[src/rtl/cla_pkg.sv]
// Shared widths, the per-bit propagate/generate pair and the lookahead
// equations used by the group units of cla_lookahead_pipe.
package cla_pkg;

  localparam int unsigned CLA_WIDTH     = 16;
  localparam int unsigned CLA_GROUP     = 4;
  localparam int unsigned CLA_MAX_GROUP = 8;

  typedef struct packed {
    logic p;
    logic g;
  } pg_t;

  // Flat OR-of-ANDs carries c[0..n] for the low n bits of a slice; upper carries read 0.
  function automatic logic [CLA_MAX_GROUP:0] lookahead_carries(
    input logic                     cin,
    input logic [CLA_MAX_GROUP-1:0] p,
    input logic [CLA_MAX_GROUP-1:0] g,
    input int                       n
  );
    logic [CLA_MAX_GROUP:0] c;
    logic                   term;
    logic                   prod;
    c    = '0;
    c[0] = cin;
    for (int i = 0; i < int'(CLA_MAX_GROUP); i++) begin
      term = 1'b0;
      prod = 1'b1;
      for (int j = i; j >= 0; j--) begin
        term = term | (g[j] & prod);
        prod = prod & p[j];
      end
      if (i < n) c[i+1] = term | (prod & cin);
    end
    return c;
  endfunction

  // Group propagate/generate over the low n bits of a slice.
  function automatic pg_t group_pg(
    input logic [CLA_MAX_GROUP-1:0] p,
    input logic [CLA_MAX_GROUP-1:0] g,
    input int                       n
  );
    pg_t                    r;
    logic [CLA_MAX_GROUP:0] c;
    c   = lookahead_carries(1'b0, p, g, n);
    r.g = c[n];
    r.p = 1'b1;
    for (int i = 0; i < int'(CLA_MAX_GROUP); i++) begin
      if (i < n) r.p = r.p & p[i];
    end
    return r;
  endfunction

endpackage

[src/rtl/cla_group_unit.sv]
// One lookahead group: carries into each bit of the slice from the group
// carry-in, plus the group propagate/generate.
module cla_group_unit
  import cla_pkg::*;
#(
  parameter int unsigned GROUP = CLA_GROUP
) (
  input  logic [GROUP-1:0] p,
  input  logic [GROUP-1:0] g,
  input  logic             cin,
  output logic [GROUP-1:0] carry,
  output logic             gp,
  output logic             gg
);

  localparam int unsigned PAD = CLA_MAX_GROUP;

  logic [PAD-1:0]     p_ext;
  logic [PAD-1:0]     g_ext;
  logic [PAD:0]       c_all;
  logic [PAD-GROUP:0] c_hi_unused;
  pg_t                grp;

  assign p_ext = PAD'(p);
  assign g_ext = PAD'(g);

  assign c_all                = lookahead_carries(cin, p_ext, g_ext, int'(GROUP));
  assign {c_hi_unused, carry} = c_all;

  assign grp = group_pg(p_ext, g_ext, int'(GROUP));
  assign gp  = grp.p;
  assign gg  = grp.g;

endmodule

[src/rtl/cla_lookahead_pipe.sv]
// Two-stage carry-lookahead generator with valid/ready on both sides:
// stage 1 forms group P/G, stage 2 forms group and bit carries and the sum.
module cla_lookahead_pipe
  import cla_pkg::*;
#(
  parameter int unsigned WIDTH = CLA_WIDTH,
  parameter int unsigned GROUP = CLA_GROUP
) (
  input  logic             clk,
  input  logic             rst,
  input  logic             in_valid,
  output logic             in_ready,
  input  logic [WIDTH-1:0] p_in,
  input  logic [WIDTH-1:0] g_in,
  input  logic             cin,
  output logic             out_valid,
  input  logic             out_ready,
  output logic [WIDTH-1:0] carry,
  output logic [WIDTH-1:0] sum,
  output logic             cout,
  output logic             blk_p,
  output logic             blk_g
);

  localparam int unsigned NG = WIDTH / GROUP;

  if ((WIDTH % GROUP) != 0 || GROUP < 2 || GROUP > CLA_MAX_GROUP) begin : g_param_check
    $error("cla_lookahead_pipe: WIDTH must be a multiple of GROUP and GROUP must be 2..8");
  end

  logic             s1_valid;
  logic             s2_valid;
  logic             s1_adv;
  logic             s2_adv;
  logic [WIDTH-1:0] s1_p;
  logic [WIDTH-1:0] s1_g;
  logic             s1_cin;
  logic [NG-1:0]    s1_gp;
  logic [NG-1:0]    s1_gg;

  logic [NG-1:0]    gp_c;
  logic [NG-1:0]    gg_c;
  logic [WIDTH-1:0] s1_c_unused;
  logic [NG:0]      grp_c;
  logic             blk_g_c;
  logic [WIDTH-1:0] carry_c;
  logic [NG-1:0]    s2_gp_unused;
  logic [NG-1:0]    s2_gg_unused;
  logic             term;
  logic             prod;

  // A stage may load when it is empty or the stage after it is moving.
  assign s2_adv    = !s2_valid || out_ready;
  assign s1_adv    = !s1_valid || s2_adv;
  assign in_ready  = s1_adv;
  assign out_valid = s2_valid;

  for (genvar k = 0; k < NG; k++) begin : g_grp
    cla_group_unit #(.GROUP(GROUP)) u_s1 (
      .p     (p_in[k*GROUP +: GROUP]),
      .g     (g_in[k*GROUP +: GROUP]),
      .cin   (1'b0),
      .carry (s1_c_unused[k*GROUP +: GROUP]),
      .gp    (gp_c[k]),
      .gg    (gg_c[k])
    );

    cla_group_unit #(.GROUP(GROUP)) u_s2 (
      .p     (s1_p[k*GROUP +: GROUP]),
      .g     (s1_g[k*GROUP +: GROUP]),
      .cin   (grp_c[k]),
      .carry (carry_c[k*GROUP +: GROUP]),
      .gp    (s2_gp_unused[k]),
      .gg    (s2_gg_unused[k])
    );
  end

  // Group carries as a flat lookahead over the registered GP/GG; blk_g is the cin=0 term.
  always_comb begin
    grp_c    = '0;
    blk_g_c  = 1'b0;
    term     = 1'b0;
    prod     = 1'b1;
    grp_c[0] = s1_cin;
    for (int k = 0; k < int'(NG); k++) begin
      term = 1'b0;
      prod = 1'b1;
      for (int j = k; j >= 0; j--) begin
        term = term | (s1_gg[j] & prod);
        prod = prod & s1_gp[j];
      end
      grp_c[k+1] = term | (prod & s1_cin);
      if (k == int'(NG) - 1) blk_g_c = term;
    end
  end

  always_ff @(posedge clk or posedge rst) begin
    if (rst) begin
      s1_valid <= 1'b0;
      s1_p     <= '0;
      s1_g     <= '0;
      s1_cin   <= 1'b0;
      s1_gp    <= '0;
      s1_gg    <= '0;
    end else if (s1_adv) begin
      s1_valid <= in_valid;
      if (in_valid) begin
        s1_p   <= p_in;
        s1_g   <= g_in;
        s1_cin <= cin;
        s1_gp  <= gp_c;
        s1_gg  <= gg_c;
      end
    end
  end

  always_ff @(posedge clk or posedge rst) begin
    if (rst) begin
      s2_valid <= 1'b0;
      carry    <= '0;
      sum      <= '0;
      cout     <= 1'b0;
      blk_p    <= 1'b0;
      blk_g    <= 1'b0;
    end else if (s2_adv) begin
      s2_valid <= s1_valid;
      if (s1_valid) begin
        carry <= carry_c;
        sum   <= s1_p ^ carry_c;
        cout  <= grp_c[NG];
        blk_p <= &s1_gp;
        blk_g <= blk_g_c;
      end
    end
  end

endmodule
[config.mk]
export PLATFORM = sky130hd
export DESIGN_NAME = cla_lookahead_pipe
export DESIGN_NICKNAME = d
export VERILOG_FILES = /design/src/rtl/cla_pkg.sv /design/src/rtl/cla_group_unit.sv /design/src/rtl/cla_lookahead_pipe.sv
export SDC_FILE = /design/constraint.sdc
export NUM_CORES = 1
export LEC_CHECK = 0
export CAP_MARGIN = 40
export CORE_ASPECT_RATIO = 1.4
export CORE_MARGIN = 2
export CORE_UTILIZATION = 45
export DETAILED_ROUTE_END_ITERATION = 12
export PLACE_DENSITY_LB_ADDON = 0.25
export SKIP_LAST_GASP = 1
export SYNTH_ARGS = -nofsm -noshare
export SYNTH_HDL_FRONTEND = slang
export SYNTH_SLANG_ARGS = --single-unit
[constraint.sdc]
create_clock -name clk -period 2.5 [get_ports clk]
set_input_delay 0.625 -clock clk [delete_from_list [all_inputs] [get_ports clk]]
set_output_delay 0.625 -clock clk [all_outputs]
set_load 0.02 [all_outputs]
=== Word-level counts from Yosys, hierarchy flattened ===
Cells that the tools add are included.

* Shift operators: 0
* Multiplexer cells: 0
* Reductions and logical operators: 7
* Multipliers: 0
* Add/subtract/negate cells: 0
* Order comparisons: 0
* Bitwise operators: 131
* Equal/unequal tests: 0
* Div/mod/pow operators: 0

{| class="wikitable"
|+ Operator list
! kind !! number
|-
| $and A1 B1 Y1 || 84
|-
| $or A1 B1 Y1 || 46
|-
| $xor A16 B16 Y16 || 1
|-
| $reduce_and A2 Y1 || 2
|-
| $reduce_and A4 Y1 || 1
|-
| $logic_not A1 Y1 || 2
|-
| $logic_or A1 B1 Y1 || 2
|}

* Output and inout port bits: 37
* Bits in writable memories: 0
* Register bits: 77
* Memories kept: 0
* Input bits: 37
* Latch bits: 0
* Logic and storage cells: 150
* ROM bits: 0

=== Longest topological paths before layout ===
Gate-level depths: netlist (run 1).

* Word-level depth: 7
* Gate-level depth with buffers: 7
* Gate-level depth less buffers: 7

=== Hierarchy ===
A second synthesis (run 1) with hierarchy kept.

* Cells, all modules: 285
* Area, all modules: 3992.6 µm²

{| class="wikitable"
|+ Modules (own cells, without submodules)
! module !! area each (µm²) !! cells each !! times used
|-
| cla_lookahead_pipe || 3472.1 || 197 || 1
|-
| cla_group_unit || 65.1 || 11 || 8
|}

=== Worst setup path before layout (run 1) ===
No wires, ideal clock.

* Path type: input port to flip-flop
* Start: input out_ready
* End: register s1_g[10]
* Path slack: 685 ps
* Arrival time: 1691 ps
* Required time: 2375 ps
* Stages on the path: 4
* Cells stage by stage: nand3b_1 -> nand2_2 -> buf_4 -> mux2_2

* Word-level cells in the longest chain between the ends: 3

{| class="wikitable"
|+ Ends and longest elaborated chain
! element !! line !! RTL
|-
| from (decl) || cla_lookahead_pipe.sv:17 || <nowiki>input logic out_ready,</nowiki>
|-
| $logic_or A1 B1 Y1 || cla_lookahead_pipe.sv:53 || <nowiki>assign s2_adv = !s2_valid || out_ready;</nowiki>
|-
| $logic_or A1 B1 Y1 || cla_lookahead_pipe.sv:54 || <nowiki>assign s1_adv = !s1_valid || s2_adv;</nowiki>
|-
| $reduce_and A2 Y1 (no source line) || - ||
|-
| to (signal assigned) || cla_lookahead_pipe.sv:109 || <nowiki>s1_g <= g_in;</nowiki>
|-
| to (decl) || cla_lookahead_pipe.sv:36 || <nowiki>logic [WIDTH-1:0] s1_g;</nowiki>
|}

No other way between the ends.
A chain may end at the register's enable or synchronous reset.

=== Worst setup path after layout (run 1) ===
* Start: input out_ready
* End: output in_ready

* Word-level cells in the longest chain between the ends: 2

{| class="wikitable"
|+ Ends and longest elaborated chain
! element !! line !! RTL
|-
| $logic_or A1 B1 Y1 || cla_lookahead_pipe.sv:53 ||
|-
| $logic_or A1 B1 Y1 || cla_lookahead_pipe.sv:54 ||
|-
| to (decl) || cla_lookahead_pipe.sv:12 || <nowiki>output logic in_ready,</nowiki>
|}

No other way between the ends.

==> flow_summary.yaml, run 1 <==
detailed_routing:
  drcViolationCount: 0
  drt_iter0_drc: 209
  dr_total_vias: 2527
  ant_nets: 0
  wire_per_inst_um: 14.8
  via_per_inst: 5.20
  wl_mm: 7.21
  firstDrtPassIters: 4
finish:
  antenna_cells: 0
  drive_above_1_share_pct: 16.9
  fillers: 631
  final_cell_mix: "dfrtp_1 (74), clkdlybuf4s50_1 (72), nand2_1 (54)"
  area_delta_synth_final_pct: 33.7
  nets: 428
  stdcell_count: 486
  final_area_um2: 4410
  final_common_cell: "dfrtp_1"
clock_tree:
  clk_pin_slew_ps: 80
  clk_latency_ps: 350
  htreeDepth: 3
  holdBufCountCts: 0
  cts_tree: "built"
  cts_buffer_depth: 2
  cts_root_buffer: "clkbuf_8"
  numCtsBuffers: 9
  cts_setup_buffers: 0
  clock-sinks: 74
sta:
  slew_headroom_pct: 45.5
  setup_viol: 0
  slew_viol_final: 0
  min_period_over_period_pct: 83.6
  worst_pin_slew_ps: 816
  hold_ws_ps: 481
  min_period_ps: 2090
  rsz0062_at_grt: "false"
  fin_setup_tns_ps: 0
  clock.fmax_mhz: 479
  skew_ps: 12.4
  hold_viol_final: 0
critical_path:
  end_kind: "output pin"
  path_class: "input port to output pin"
  cp.arrival_ps: 1460
  path_max_fanout: 2
  required_ps: 1880
  cp-start-kind: "input port"
synth:
  synthTopCellsByArea: "dfrtp_1 (56%), mux2_2 (9.9%), nand2_1 (6.1%), o21ai_0 (4.6%), a21o_1 (1.8%)"
  ys.flop_type: "dfrtp_1"
  synth_top_family_by_area: "compound AO/OA/AOI/OAI gates"
  synth-simple-area-share_pct: 13.2
  synth.cell_area_um2: 3300
  yosysWarnings: 0
  yosysUniqueCellTypes: 46
  syn-instance-count: 304
  synth_fa_ha_area_share_pct: 1.52
  synth.top_cell.area_share_pct: 56.1
  syn_area_per_cell_um2: 10.9
  synth_compound_gate_area_share_pct: 15.4
  synth.largest_area_cell: "dfrtp_1"
  synth-seq-cells: 74
  synth_xor_area_share_pct: 1.33
  yosysSeqAreaShare_pct: 56.1
  synthMuxAreaShare_pct: 9.90
  async_flop_share_pct: 100
  synth_edf_count: 0
  synth_nets: 345
placed_design:
  placed_cell_area_um2: 4190
  dp_hpwl_mm: 5.19
  dp_cells: 471
  place.gp.congestion: 0.756
  io_buffer_count: 73
floorplan:
  die_w_um: 76.4
  num_rows: 36
  start_util_pct: 47.0
  die_h_um: 105
  pin_count: 74
  dieArea_um2: 8040
  design.core.area_um2: 7030
status:
  status: "completed"
power:
  p_total_mw: 3.74
  leakagePower_nw: 1.91
  peakVddDrop_mv: 0.533
  power_density_nw_per_um2: 848
run:
  cap_violations: 0
grt:
  antenna_found_initial: 0
  grt-ovfl-total: 0
  grt_max_degree: 75
  grt_pass1_wl_mm: 12.3
  gr-usage-all-layers_pct: 19.4
  grt_pass1_vias: 2511
min_path:
  hp-class: "flop to flop"
## area by class of cell
cell class	instances	area [um^2]	share of cell area [%]
sequential	74	1850	42.0
multi-input combinational	212	1360	30.9
timing repair buffer	82	826	18.7
clock buffer	11	141	3.20
tap	95	119	2.69
clock inverter	4	76.3	1.73
inverter	8	33.8	0.766
## critical path, cell delays in order
cell	delay, ps
clkdlybuf4s50_1	470
nand3b_1	130
dlymetal6s2s_1	230
## logic make-up after synthesis
| kind of cell | after synthesis |
|---|---|
| simple gates | 97 |
| compound gates | 77 |
| flops | 74 |
| mux | 29 |
| buf+inv | 18 |
| xor+xnor | 5 |
| fa+ha+maj | 4 |
## timing repair
| action | CTS | global route |
|---|---|---|
| gates resized for setup | 0 | 1 |
| setup endpoints to repair | 0 | 1 |
| hold endpoints to repair | 0 | 0 |
## flip-flops by register name, summed over array words and instances (netlist names), 4 cells and up
name and cells:
s1_gg 4, s1_p 16, carry 16, sum 16, s1_gp 4, s1_g 12
## power by group
group | switching (mW) | internal, mW
Sequential | 0.176 | 1.43
Clock | 0.436 | 0.586
Combinational | 0.555 | 0.552
## final timing paths
path | from | endpoint | slack, ps | depth (start not counted)
worst max-delay path | out_ready | in_ready | 410 | 3
worst min-delay path | sum[4] | sum[4] | 480 | 2
worst max register to register | s1_cin | sum[9] | 730 | 7
worst min register to register | sum[4] | sum[4] | 480 | 2
max in group asynchronous | rst | carry[0] | 1460 | 3
min in group asynchronous | rst | carry[13] | 700 | 3
## metal layers
layer | global-route usage, % | part of all wire [%]
met1 | 24.2 | 43
met2 | 32.7 | 51
met3 | 3.34 | 3.6
met4 | 9.09 | 2.3
met5 | 0 | 0
## metrics by stage
step / setup WS (ps) / utilization [%]
after floorplan: 685 / -
after global placement: 53.2 / 59.7
after detailed placement: 38.5 / 59.7
after CTS: 29.2 / 62.7
after global routing: 352 / 62.8
final: 411 / 62.8
## synth_stat cells (2+ instances only)
master     count
nor3_1         3
nand4_1        6
ha_1           4
o31a_1         2
a21o_2         3
nand2_2        2
nor2_1        12
buf_4          3
a21oi_1       10
o2111ai_1      2
inv_1          7
nand2_1       54
a211oi_1       2
o21ai_0       30
nand3_1        6
nor2b_1        2
buf_2          4
clkbuf_1       2
nand2b_1       3
a31oi_1        3
o31ai_1        3
mux2_2        29
and3_1         2
a21oi_2        2
a21o_1         8
or4_1          2
o211ai_1       2
xor2_1         4
dfrtp_1       74
nor2_2         2
Note: power is estimated with default switching activity, not from simulation.
==> run 2: changes to the inputs <==
clock period = 1.89 ns   (was 2.5 ns; I/O delays follow)
==> run 2 against run 1 <==
Count of clock-buffer cells in the layout rose by 2. Worst hold slack lost 6.0 ps. Sequential cell count unchanged. Worst setup slack worse by 350 ps. Register-to-register slack got worse by 590 ps. First-iteration DRC count shrank 26%. Total power grew 26%. Cell count rose by 1.6%. Largest cell class unchanged. Largest power group unchanged. Highest routed layer unchanged.
==> flow_summary.yaml, run 2 (same netlist as run 1, synthesis figures left out) <==
status:
  status: "completed"
sta:
  hold_ws_ps: 475
  slew_viol_final: 0
  worst_pin_slew_ps: 493
  min_period_ps: 1830
  setup_ws_ps: 63.2
  fin_setup_tns_ps: 0
  min_period_over_period_pct: 96.7
  hold_viol_final: 0
  slew_headroom_pct: 67.0
  rsz0062_at_grt: "false"
  skew_ps: 6.57
  setup_viol: 0
  clock.fmax_mhz: 547
clock_tree:
  holdBufCountCts: 0
  clk_latency_ps: 350
  numCtsBuffers: 9
  cts_tree: "built"
  cts_buffer_depth: 2
  htreeDepth: 3
  clk_pin_slew_ps: 70
  clock-sinks: 74
  cts_root_buffer: "clkbuf_8"
power:
  leakagePower_nw: 1.93
  power_density_nw_per_um2: 1060
  peakVddDrop_mv: 0.519
  power.share.combinational_pct: 32.1
  pwr-share-seq_pct: 45.2
  p_total_mw: 4.70
  pwr-share-clk_pct: 22.6
  intPower_mw: 3.17
  switchingPower_mw: 1.53
  swShare_pct: 32.5
grt:
  grt_pass1_vias: 2666
  grt-ovfl-total: 0
  grt_pass1_wl_mm: 12.5
  gr-usage-all-layers_pct: 19.5
  antenna_found_initial: 0
  grt_max_degree: 75
placed_design:
  dp_hpwl_mm: 5.30
  place.gp.congestion: 0.775
  dp_cells: 478
  place_ws_ps: -282
  placed_cell_area_um2: 4280
  io_buffer_count: 73
critical_path:
  path_class: "flop to output pin"
  cp-start-kind: "flop"
  cp.arrival_ps: 1350
  cp-startpoint: "sum[10]"
  cp_slowest_cell: "clkdlybuf4s50_1"
  rr_startpoint: "s1_gp[0]"
  cp_cell_sequence: "clkdlybuf4s50_1"
  end_kind: "output pin"
  critPathTopFamily: "buffers and inverters"
  required_ps: 1420
  path_buf_inv: 1
  slowest_delay_ps: 620
  path_max_fanout: 2
floorplan:
  dieArea_um2: 8040
  start_util_pct: 47.0
  design.core.area_um2: 7030
  num_rows: 36
  die_h_um: 105
  pin_count: 74
  die_w_um: 76.4
detailed_routing:
  via_per_inst: 5.28
  dr_total_vias: 2610
  firstDrtPassIters: 4
  drcViolationCount: 0
  drt_iter0_drc: 154
  wire_per_inst_um: 14.4
  wl_mm: 7.13
  ant_nets: 0
finish:
  fillers: 612
  nets: 435
  antenna_cells: 0
  finish.utilization_pct: 63.3
  area.sequential_um2: 1850
  stdcell_count: 494
  reg_top3: "carry x16, s1_p x16, sum x16"
  final_cell_mix: "dfrtp_1 (74), clkdlybuf4s50_1 (72), nand2_1 (54)"
  multi_input_area_um2: 1370
  drive_above_1_share_pct: 18.3
  area_delta_synth_final_pct: 34.8
  final_common_cell: "dfrtp_1"
  final_area_um2: 4450
min_path:
  hp-start: "carry[13]"
  hp-class: "flop to flop"
run:
  cap_violations: 0
## run 2: cell count changes in the layout (fill, tap and decap cells not counted), sizes merged
cell          delta
clkinv           +2
clkinvlp         -1
buf              +7
bufinv           -2
dlymetal6s2s     -1
clkbuf           +3
## run 2: final timing paths
| check | to | cells past startpoint | slack, ps |
|---|---|---|---|
| worst max-delay path | sum[10] | 1 | 60 |
| worst min-delay path | carry[13] | 2 | 480 |
| worst max register to register | sum[9] | 7 | 140 |
| worst min register to register | carry[13] | 2 | 480 |
| max in group asynchronous | carry[5] | 3 | 1010 |
| min in group asynchronous | s1_g[12] | 3 | 570 |
## run 2: layer usage
layer | vias up | share of wire, % | global-route usage, %
met1 | 1282 | 42 | 23.9
met3 | 14 | 3.9 | 4.97
li1 | 1254 | - | -
met2 | 60 | 52 | 33.1
met4 | 0 | 2.2 | 7.14
met5 | - | 0 | 0
## run 2: power by group through the flow
stage	registers, mW	logic [mW]	clock network [mW]
floorplan	2.37	0.564	0
global placement	2.14	1.49	0
detailed placement	2.15	1.52	0
CTS	2.12	1.53	1.08
global route	2.17	1.64	1.16
finish	2.12	1.51	1.06
## run 2: what timing repair did
action / 4_1_cts / 5_1_grt
endpoints found under the setup margin: 1 / 2
pin swaps: 0 / 0
gates resized for setup: 2 / 2
buffers inserted: 0 / 0
## run 2: final cells by class
cell class	count	share of cell area, %
inverter	8	0.759
timing repair buffer	89	20.4
clock buffer	13	3.35
tap	95	2.67
multi-input combinational	212	30.8
sequential	74	41.6
clock inverter	3	0.338
